File: src/rtl/except_entry_ctrl_pkg.sv
// Shared definitions for the exception entry/return controller.
// Holds:
//   - exception codes
//   - CRMD/PRMD field bit positions
//   - the sequencing FSM state type
package except_entry_ctrl_pkg;

  // Exception codes (ESTAT.Ecode encoding)
  localparam logic [5:0] ECODE_INT  = 6'h00;
  localparam logic [5:0] ECODE_PIL  = 6'h01;
  localparam logic [5:0] ECODE_PIS  = 6'h02;
  localparam logic [5:0] ECODE_PIF  = 6'h03;
  localparam logic [5:0] ECODE_PME  = 6'h04;
  localparam logic [5:0] ECODE_PPI  = 6'h07;
  localparam logic [5:0] ECODE_ADE  = 6'h08;
  localparam logic [5:0] ECODE_ALE  = 6'h09;
  localparam logic [5:0] ECODE_SYS  = 6'h0b;
  localparam logic [5:0] ECODE_BRK  = 6'h0c;
  localparam logic [5:0] ECODE_INE  = 6'h0d;
  localparam logic [5:0] ECODE_IPE  = 6'h0e;
  localparam logic [5:0] ECODE_TLBR = 6'h3f;

  // CRMD[4:0] = {PG, DA, IE, PLV[1:0]}
  localparam int unsigned CRMD_PLV = 0;
  localparam int unsigned CRMD_IE  = 2;
  localparam int unsigned CRMD_DA  = 3;
  localparam int unsigned CRMD_PG  = 4;

  // PRMD[2:0] = {PIE, PPLV[1:0]}
  localparam int unsigned PRMD_PPLV = 0;
  localparam int unsigned PRMD_PIE  = 2;

  typedef enum logic [1:0] {
    ST_IDLE  = 2'd0,
    ST_FLUSH = 2'd1,
    ST_DRAIN = 2'd2
  } state_t;

endpackage

File: src/rtl/except_entry_ctrl_int_detect.sv
// Interrupt pending detection.
// Masks ESTAT.IS with ECFG.LIE and gates the result with CRMD.IE.
// Purely combinational; also suited to WAIT-instruction wakeup logic.
// Ports:
//   ie          - CRMD.IE
//   estat_is    - ESTAT[12:0] interrupt status
//   ecfg_lie    - local interrupt enables
//   int_pending - an enabled interrupt is pending and globally enabled
module except_entry_ctrl_int_detect (
  input  logic        ie,
  input  logic [12:0] estat_is,
  input  logic [12:0] ecfg_lie,
  output logic        int_pending
);

  assign int_pending = ie & (|(estat_is & ecfg_lie));

endmodule

File: src/rtl/except_entry_ctrl.sv
// Exception/interrupt entry and ERTN return controller.
//
// Arbitrates pending interrupts against commit-stage exceptions and ERTN,
// owns CRMD[4:0], PRMD[2:0], ERA and BADV, and sequences:
//   IDLE -> FLUSH (flush + redirect pulse) -> DRAIN (wait pipe_idle) -> IDLE
//
// Ports:
//   clk, rst_n                 - clock, async active-low reset
//   commit_*                   - commit-stage handshake and event information
//   estat_is, estat_ecode,
//   ecfg_lie                   - CSR inputs from ESTAT/ECFG
//   eentry, tlbrentry          - entry vectors
//   pipe_idle                  - pipeline fully drained
//   csr_we_*, csr_wdata        - CSRWR strobes and data
//   crmd, prmd, era, badv      - owned CSR values
//   flush, redirect_vld,
//   redirect_pc                - pipeline control
//   int_taken                  - pulse in FLUSH when the event was an interrupt
//   exc_ecode                  - ecode of last entry
module except_entry_ctrl
  import except_entry_ctrl_pkg::*;
#(
  parameter logic [5:0] TLBR_ECODE = ECODE_TLBR,
  parameter logic [4:0] CRMD_RST   = 5'b01000
) (
  input  logic        clk,
  input  logic        rst_n,
  input  logic        commit_valid,
  output logic        commit_ready,
  input  logic [31:0] commit_pc,
  input  logic        commit_exc,
  input  logic [5:0]  commit_ecode,
  input  logic [8:0]  commit_esubcode,
  input  logic        commit_badv_vld,
  input  logic [31:0] commit_badv,
  input  logic        commit_ertn,
  input  logic [12:0] estat_is,
  input  logic [5:0]  estat_ecode,
  input  logic [12:0] ecfg_lie,
  input  logic [31:0] eentry,
  input  logic [31:0] tlbrentry,
  input  logic        pipe_idle,
  input  logic        csr_we_crmd,
  input  logic        csr_we_prmd,
  input  logic        csr_we_era,
  input  logic        csr_we_badv,
  input  logic [31:0] csr_wdata,
  output logic [4:0]  crmd,
  output logic [2:0]  prmd,
  output logic [31:0] era,
  output logic [31:0] badv,
  output logic        flush,
  output logic        redirect_vld,
  output logic [31:0] redirect_pc,
  output logic        int_taken,
  output logic [5:0]  exc_ecode
);

  state_t      state_q, state_d;
  logic        int_pending;
  logic        fire;
  logic        take_int, take_exc, take_ertn, take_entry, seq_start;
  logic [5:0]  entry_ecode;
  logic        entry_tlbr;
  logic [31:0] target_d, target_q;
  logic        int_q;
  logic [4:0]  crmd_d;
  logic [2:0]  prmd_d;
  logic [31:0] era_d, badv_d;

  // The subcode is recorded by the ESTAT owner; it is not stored here.
  logic unused_esubcode;
  assign unused_esubcode = ^commit_esubcode;

  except_entry_ctrl_int_detect u_int_detect (
    .ie          (crmd[CRMD_IE]),
    .estat_is    (estat_is),
    .ecfg_lie    (ecfg_lie),
    .int_pending (int_pending)
  );

  assign commit_ready = (state_q == ST_IDLE);
  assign fire         = commit_valid & commit_ready;

  // Priority: interrupt > exception > ERTN > plain commit
  assign take_int   = fire & int_pending;
  assign take_exc   = fire & ~int_pending & commit_exc;
  assign take_ertn  = fire & ~int_pending & ~commit_exc & commit_ertn;
  assign take_entry = take_int | take_exc;
  assign seq_start  = take_entry | take_ertn;

  assign entry_ecode = take_int ? ECODE_INT : commit_ecode;
  assign entry_tlbr  = (entry_ecode == TLBR_ECODE);

  // ERTN targets the ERA register value, not any same-cycle CSR write.
  assign target_d = take_entry ? (entry_tlbr ? tlbrentry : eentry) : era;

  // CSR writes first, then entry/ERTN overrides only the fields it touches.
  always_comb begin
    crmd_d = csr_we_crmd ? csr_wdata[4:0] : crmd;
    prmd_d = csr_we_prmd ? csr_wdata[2:0] : prmd;
    era_d  = csr_we_era  ? csr_wdata      : era;
    badv_d = csr_we_badv ? csr_wdata      : badv;

    if (take_entry) begin
      prmd_d[PRMD_PPLV +: 2] = crmd[CRMD_PLV +: 2];
      prmd_d[PRMD_PIE]       = crmd[CRMD_IE];
      crmd_d[CRMD_PLV +: 2]  = 2'b00;
      crmd_d[CRMD_IE]        = 1'b0;
      era_d                  = commit_pc;
      if (take_exc && commit_badv_vld) begin
        badv_d = commit_badv;
      end
      if (entry_tlbr) begin
        crmd_d[CRMD_DA] = 1'b1;
        crmd_d[CRMD_PG] = 1'b0;
      end
    end

    if (take_ertn) begin
      crmd_d[CRMD_PLV +: 2] = prmd[PRMD_PPLV +: 2];
      crmd_d[CRMD_IE]       = prmd[PRMD_PIE];
      if (estat_ecode == TLBR_ECODE) begin
        crmd_d[CRMD_DA] = 1'b0;
        crmd_d[CRMD_PG] = 1'b1;
      end
    end
  end

  always_ff @(posedge clk or negedge rst_n) begin
    if (!rst_n) begin
      crmd      <= CRMD_RST;
      prmd      <= '0;
      era       <= '0;
      badv      <= '0;
      exc_ecode <= '0;
      target_q  <= '0;
      int_q     <= 1'b0;
    end else begin
      crmd <= crmd_d;
      prmd <= prmd_d;
      era  <= era_d;
      badv <= badv_d;
      if (take_entry) begin
        exc_ecode <= entry_ecode;
      end
      if (seq_start) begin
        target_q <= target_d;
        int_q    <= take_int;
      end
    end
  end

  // FSM: state register
  always_ff @(posedge clk or negedge rst_n) begin
    if (!rst_n) begin
      state_q <= ST_IDLE;
    end else begin
      state_q <= state_d;
    end
  end

  // FSM: next state. DRAIN always lasts at least one cycle.
  always_comb begin
    state_d = state_q;
    unique case (state_q)
      ST_IDLE:  if (seq_start) state_d = ST_FLUSH;
      ST_FLUSH: state_d = ST_DRAIN;
      ST_DRAIN: if (pipe_idle) state_d = ST_IDLE;
      default:  state_d = ST_IDLE;
    endcase
  end

  // FSM: outputs
  always_comb begin
    flush        = (state_q == ST_FLUSH);
    redirect_vld = (state_q == ST_FLUSH);
    redirect_pc  = target_q;
    int_taken    = (state_q == ST_FLUSH) & int_q;
  end

endmodule

File: config.mk
export PLATFORM = sky130hd
export DESIGN_NAME = except_entry_ctrl
export DESIGN_NICKNAME = d
export VERILOG_FILES = /design/src/rtl/except_entry_ctrl_pkg.sv /design/src/rtl/except_entry_ctrl_int_detect.sv /design/src/rtl/except_entry_ctrl.sv
export SDC_FILE = /design/constraint.sdc
export NUM_CORES = 1
export LEC_CHECK = 0
export BUFFER_PORTS_ARGS = -buffer_cell sky130_fd_sc_hd__buf_4
export CORE_ASPECT_RATIO = 1.2
export CORE_MARGIN = 4
export CORE_UTILIZATION = 35
export DETAILED_ROUTE_END_ITERATION = 6
export GPL_TIMING_DRIVEN = 0
export PLACE_DENSITY = 0.7
export SLEW_MARGIN = 20
export SYNTH_ARGS = -nofsm -noshare
export SYNTH_HDL_FRONTEND = slang
export SYNTH_HIERARCHICAL = 1
export SYNTH_SLANG_ARGS = --single-unit
File: constraint.sdc
create_clock -name clk -period 3 [get_ports clk]
set_input_delay 0.45 -clock clk [delete_from_list [all_inputs] [get_ports clk]]
set_output_delay 0.45 -clock clk [all_outputs]
set_load 0.01 [all_outputs]
==> impl_metrics.py <==
metrics = {
    "timing": {
        "period_share_pct": 89.0,
        "relSlewSlack_pct": 38.4,
        "finalHoldViolations": 0,
        "worst_pin_slew_ns": 0.924,
        "drv_slew": 0,
        "timing.fmax_ghz": 0.374,
        "finClkSkew_ns": 0.00773,
        "min_period_ns": 2.67,
        "finalSetupViolations": 0,
        "hold_slack_ns": 0.170,
        "rsz0062_at_grt": "no",
        "setup_slack_ns": 0.329,
    },
    "placement": {
        "port_buffers": 319,
        "gp_congestion": 0.842,
        "dp_slack_ns": -0.101,
        "place_inst": 988,
        "dp_hpwl_mm": 16.2,
    },
    "cells_and_area": {
        "nets": 1025,
        "post_route_cells_drive_above_1_share_pct": 44.9,
        "syn_to_final_growth_pct": 61.9,
        "num_antenna_cells": 0,
        "instances_no_fill": 1018,
    },
    "setup_path": {
        "reg2reg_slack_ns": 0.56,
        "r2r-end": "era[5]$_DFFE_PN0P_",
        "cp.required_ns": 3.26,
        "cp_num_cells": 8,
        "rr_worst_depth": 5,
        "cp_cell_sequence": "buf_4 -> a222oi_1 -> nand3_1 -> o21a_1 -> o21ai_1 -> clkbuf_1 -> clkbuf_1 -> a21oi_1",
        "end_kind": "flop",
        "crit_fanout": 10,
        "start_kind": "input pin",
        "cp.arrival_ns": 2.93,
        "critPathBufInv": 3,
        "cp_slowest_cell": "clkbuf_1",
        "cp_top_family": "compound AO/OA/AOI/OAI gates",
        "cpPeakStageDelay_ns": 0.52,
        "cpMostUsedCell": "clkbuf_1",
        "timing.rr.start": "crmd[2]$_DFFE_PN0P_",
        "criticalPathCategory": "in -> reg",
    },
    "synth": {
        "synth_area_um2": 5260,
        "synth_xor_area_share_pct": 0,
        "ys_types": 34,
        "yosys_register_bits": 113,
        "yosysTopAreaCell": "dfrtp_1",
        "syn_nets": 687,
        "async_flop_share_pct": 100,
        "synth_top_cell_area_share_pct": 53.3,
        "yosys.area_share.adder_pct": 0,
        "yosys-top-cells-area": "dfrtp_1 (53%), mux2i_1 (14%), a22o_1 (6.5%), a221o_1 (6.1%), a21oi_1 (3.3%)",
        "synthMuxAreaShare_pct": 13.7,
        "synth-compound-area-share_pct": 21.1,
        "ys_top_cells_by_count": "dfrtp_1 (112), mux2i_1 (71), nor2_1 (40)",
        "avgSynthCellArea_um2": 11.2,
        "yosys_warnings": 6,
        "synth_top_flop_cell": "dfrtp_1",
        "synth_enable_flop_cells": 0,
        "synth_top_family_by_area": "compound AO/OA/AOI/OAI gates",
        "seq_area_frac_synth_pct": 53.8,
        "netlist_instances": 469,
        "synth_most_common_cell": "dfrtp_1",
        "yosys.area_share.simple_pct": 7.38,
    },
    "clocking": {
        "ctsResizeCount": 0,
        "cts_buffers": 17,
        "cts_buffer_depth": 2,
        "htreeDepth": 4,
        "postCtsHoldBufs": 0,
        "numClockSinks": 113,
        "cts_root_buf": "clkbuf_16",
        "tritoncts": "yes",
        "path_clk_slew_ns": 0.05,
        "postCtsSetupBuffers": 0,
        "worstSkewPairLatency_ns": 0.41,
    },
    "global_routing": {
        "overflow": 0,
        "antenna_found_initial": 0,
        "grt_max_degree": 114,
        "grt_usage_pct": 23.7,
        "first_global_vias": 5614,
        "grt_pass1_wl_mm": 31.0,
    },
    "pwr": {
        "vdd_drop_max_mv": 0.366,
        "leakagePower_uw": 0.00429,
        "pwr-share-comb_pct": 36.3,
        "switching_power_uw": 2300,
        "clockPowerShare_pct": 28.9,
        "power_density_nw_per_um2": 843,
        "p_int_uw": 4880,
        "seqPwrFrac_pct": 34.8,
        "switching_share_pct": 32.0,
    },
    "detailed_routing": {
        "routed_wirelength_mm": 20.9,
        "vias": 5373,
        "ant_nets": 0,
        "drt_iter0_drc": 333,
        "avgRoutedWirePerCell_um": 20.5,
        "drc_errors": 0,
        "drt_pass1_iterations": 5,
        "viasPerCell": 5.28,
    },
    "floorplan": {
        "num_io_pins": 332,
        "start_util_pct": 36.2,
        "row_count": 48,
        "core_area_um2": 14500,
        "die_w_um": 120,
        "dieArea_um2": 17100,
        "die_y_um": 142,
    },
    "flow_run": {
        "drv_cap": 0,
    },
    "run_status": {
        "outcome": "finished, final reports clean",
    },
    "hold_path": {
        "hold_class": "in -> async",
    },
}
[flip-flops by register name (all words and copies together) (netlist names)]
| name | count |
|---|---|
| badv | 32 |
| crmd | 5 |
| era | 32 |
| exc_ecode | 6 |
| int_q | 1 |
| prmd | 3 |
| redirect_pc | 32 |
| state_q | 2 |
[power by group through the flow]
stage               logic, µW  registers (µW)  clock network (µW)
detailed placement       2630            2500                   0
global route             2800            2560                2180
floorplan                 959            2660                   0
finish                   2610            2500                2070
global placement         2580            2480                   0
CTS                      2630            2490                2100
[layer usage]
metal	track usage (%)	up-vias	wire length, µm
li1	-	2427	-
met1	27.0	2616	7970
met2	41.3	281	10600
met3	7.67	49	1680
met4	9.65	0	656
met5	0	-	0
[per-stage QoR]
| stage | TNS [ns] | instance area (µm²) | util (%) | power (µW) |
|---|---|---|---|---|
| after CTS | 0 | 8510 | 58.6 | 7230 |
| after floorplan | 0 | 5260 | - | 3620 |
| after detailed placement | -1.82 | 7910 | 54.4 | 5130 |
| after global routing | 0 | 8510 | 58.6 | 7540 |
| after global placement | -1.06 | 7900 | 54.4 | 5060 |
| final | 0 | 8510 | 58.6 | 7180 |
[cell usage in the layout, fill, tap and decap left out, types with 2 or more instances in the layout]
master,n
a22o_1,39
a22oi_1,5
clkbuf_16,17
a221o_1,32
buf_6,5
bufinv_16,3
mux2i_1,71
dfrtp_1,112
buf_4,319
buf_1,4
clkbuf_1,23
nand2_1,37
clkinv_2,2
o21ai_0,35
clkbuf_8,6
nand4_1,2
nand3_1,3
buf_2,10
a21oi_1,35
nor2_1,40
[cell families after synthesis]
kind of cell    count (synthesis)
compound gates                153
mux                            72
buf+inv                        41
flops                         113
simple gates                   90
[worst register-to-register path, stage by stage, from the launching register on]
cell	delay, ns
dfrtp_1	0.42
o21a_1	0.21
o21ai_1	0.51
clkbuf_1	0.52
clkbuf_1	0.48
a21oi_1	0.14
[worst max-delay path by stage]
stage,startpoint,endpoint,slack (ns)
finish,estat_is[0],era[5]$_DFFE_PN0P_,0.33
global route,estat_is[0],prmd[1]$_DFFE_PN0P_,0.12
CTS,estat_is[0],era[5]$_DFFE_PN0P_,0.33
detailed placement,estat_is[0],prmd[1]$_DFFE_PN0P_,-0.10
global placement,estat_is[0],era[0]$_DFFE_PN0P_,-0.07
floorplan,estat_is[0],era[0]$_DFFE_PN0P_,0.84
[area by class of cell]
| class | instances | area (µm²) |
|---|---|---|
| tap | 200 | 250 |
| timing repair buffer | 319 | 2400 |
| buffer | 40 | 204 |
| multi-input combinational | 315 | 2220 |
| clock inverter | 5 | 100 |
| inverter | 1 | 3.75 |
| clock buffer | 25 | 505 |
| fill | 1274 | 6020 |
| sequential | 113 | 2830 |
No activity file was read; power rests on OpenSTA's default activity.
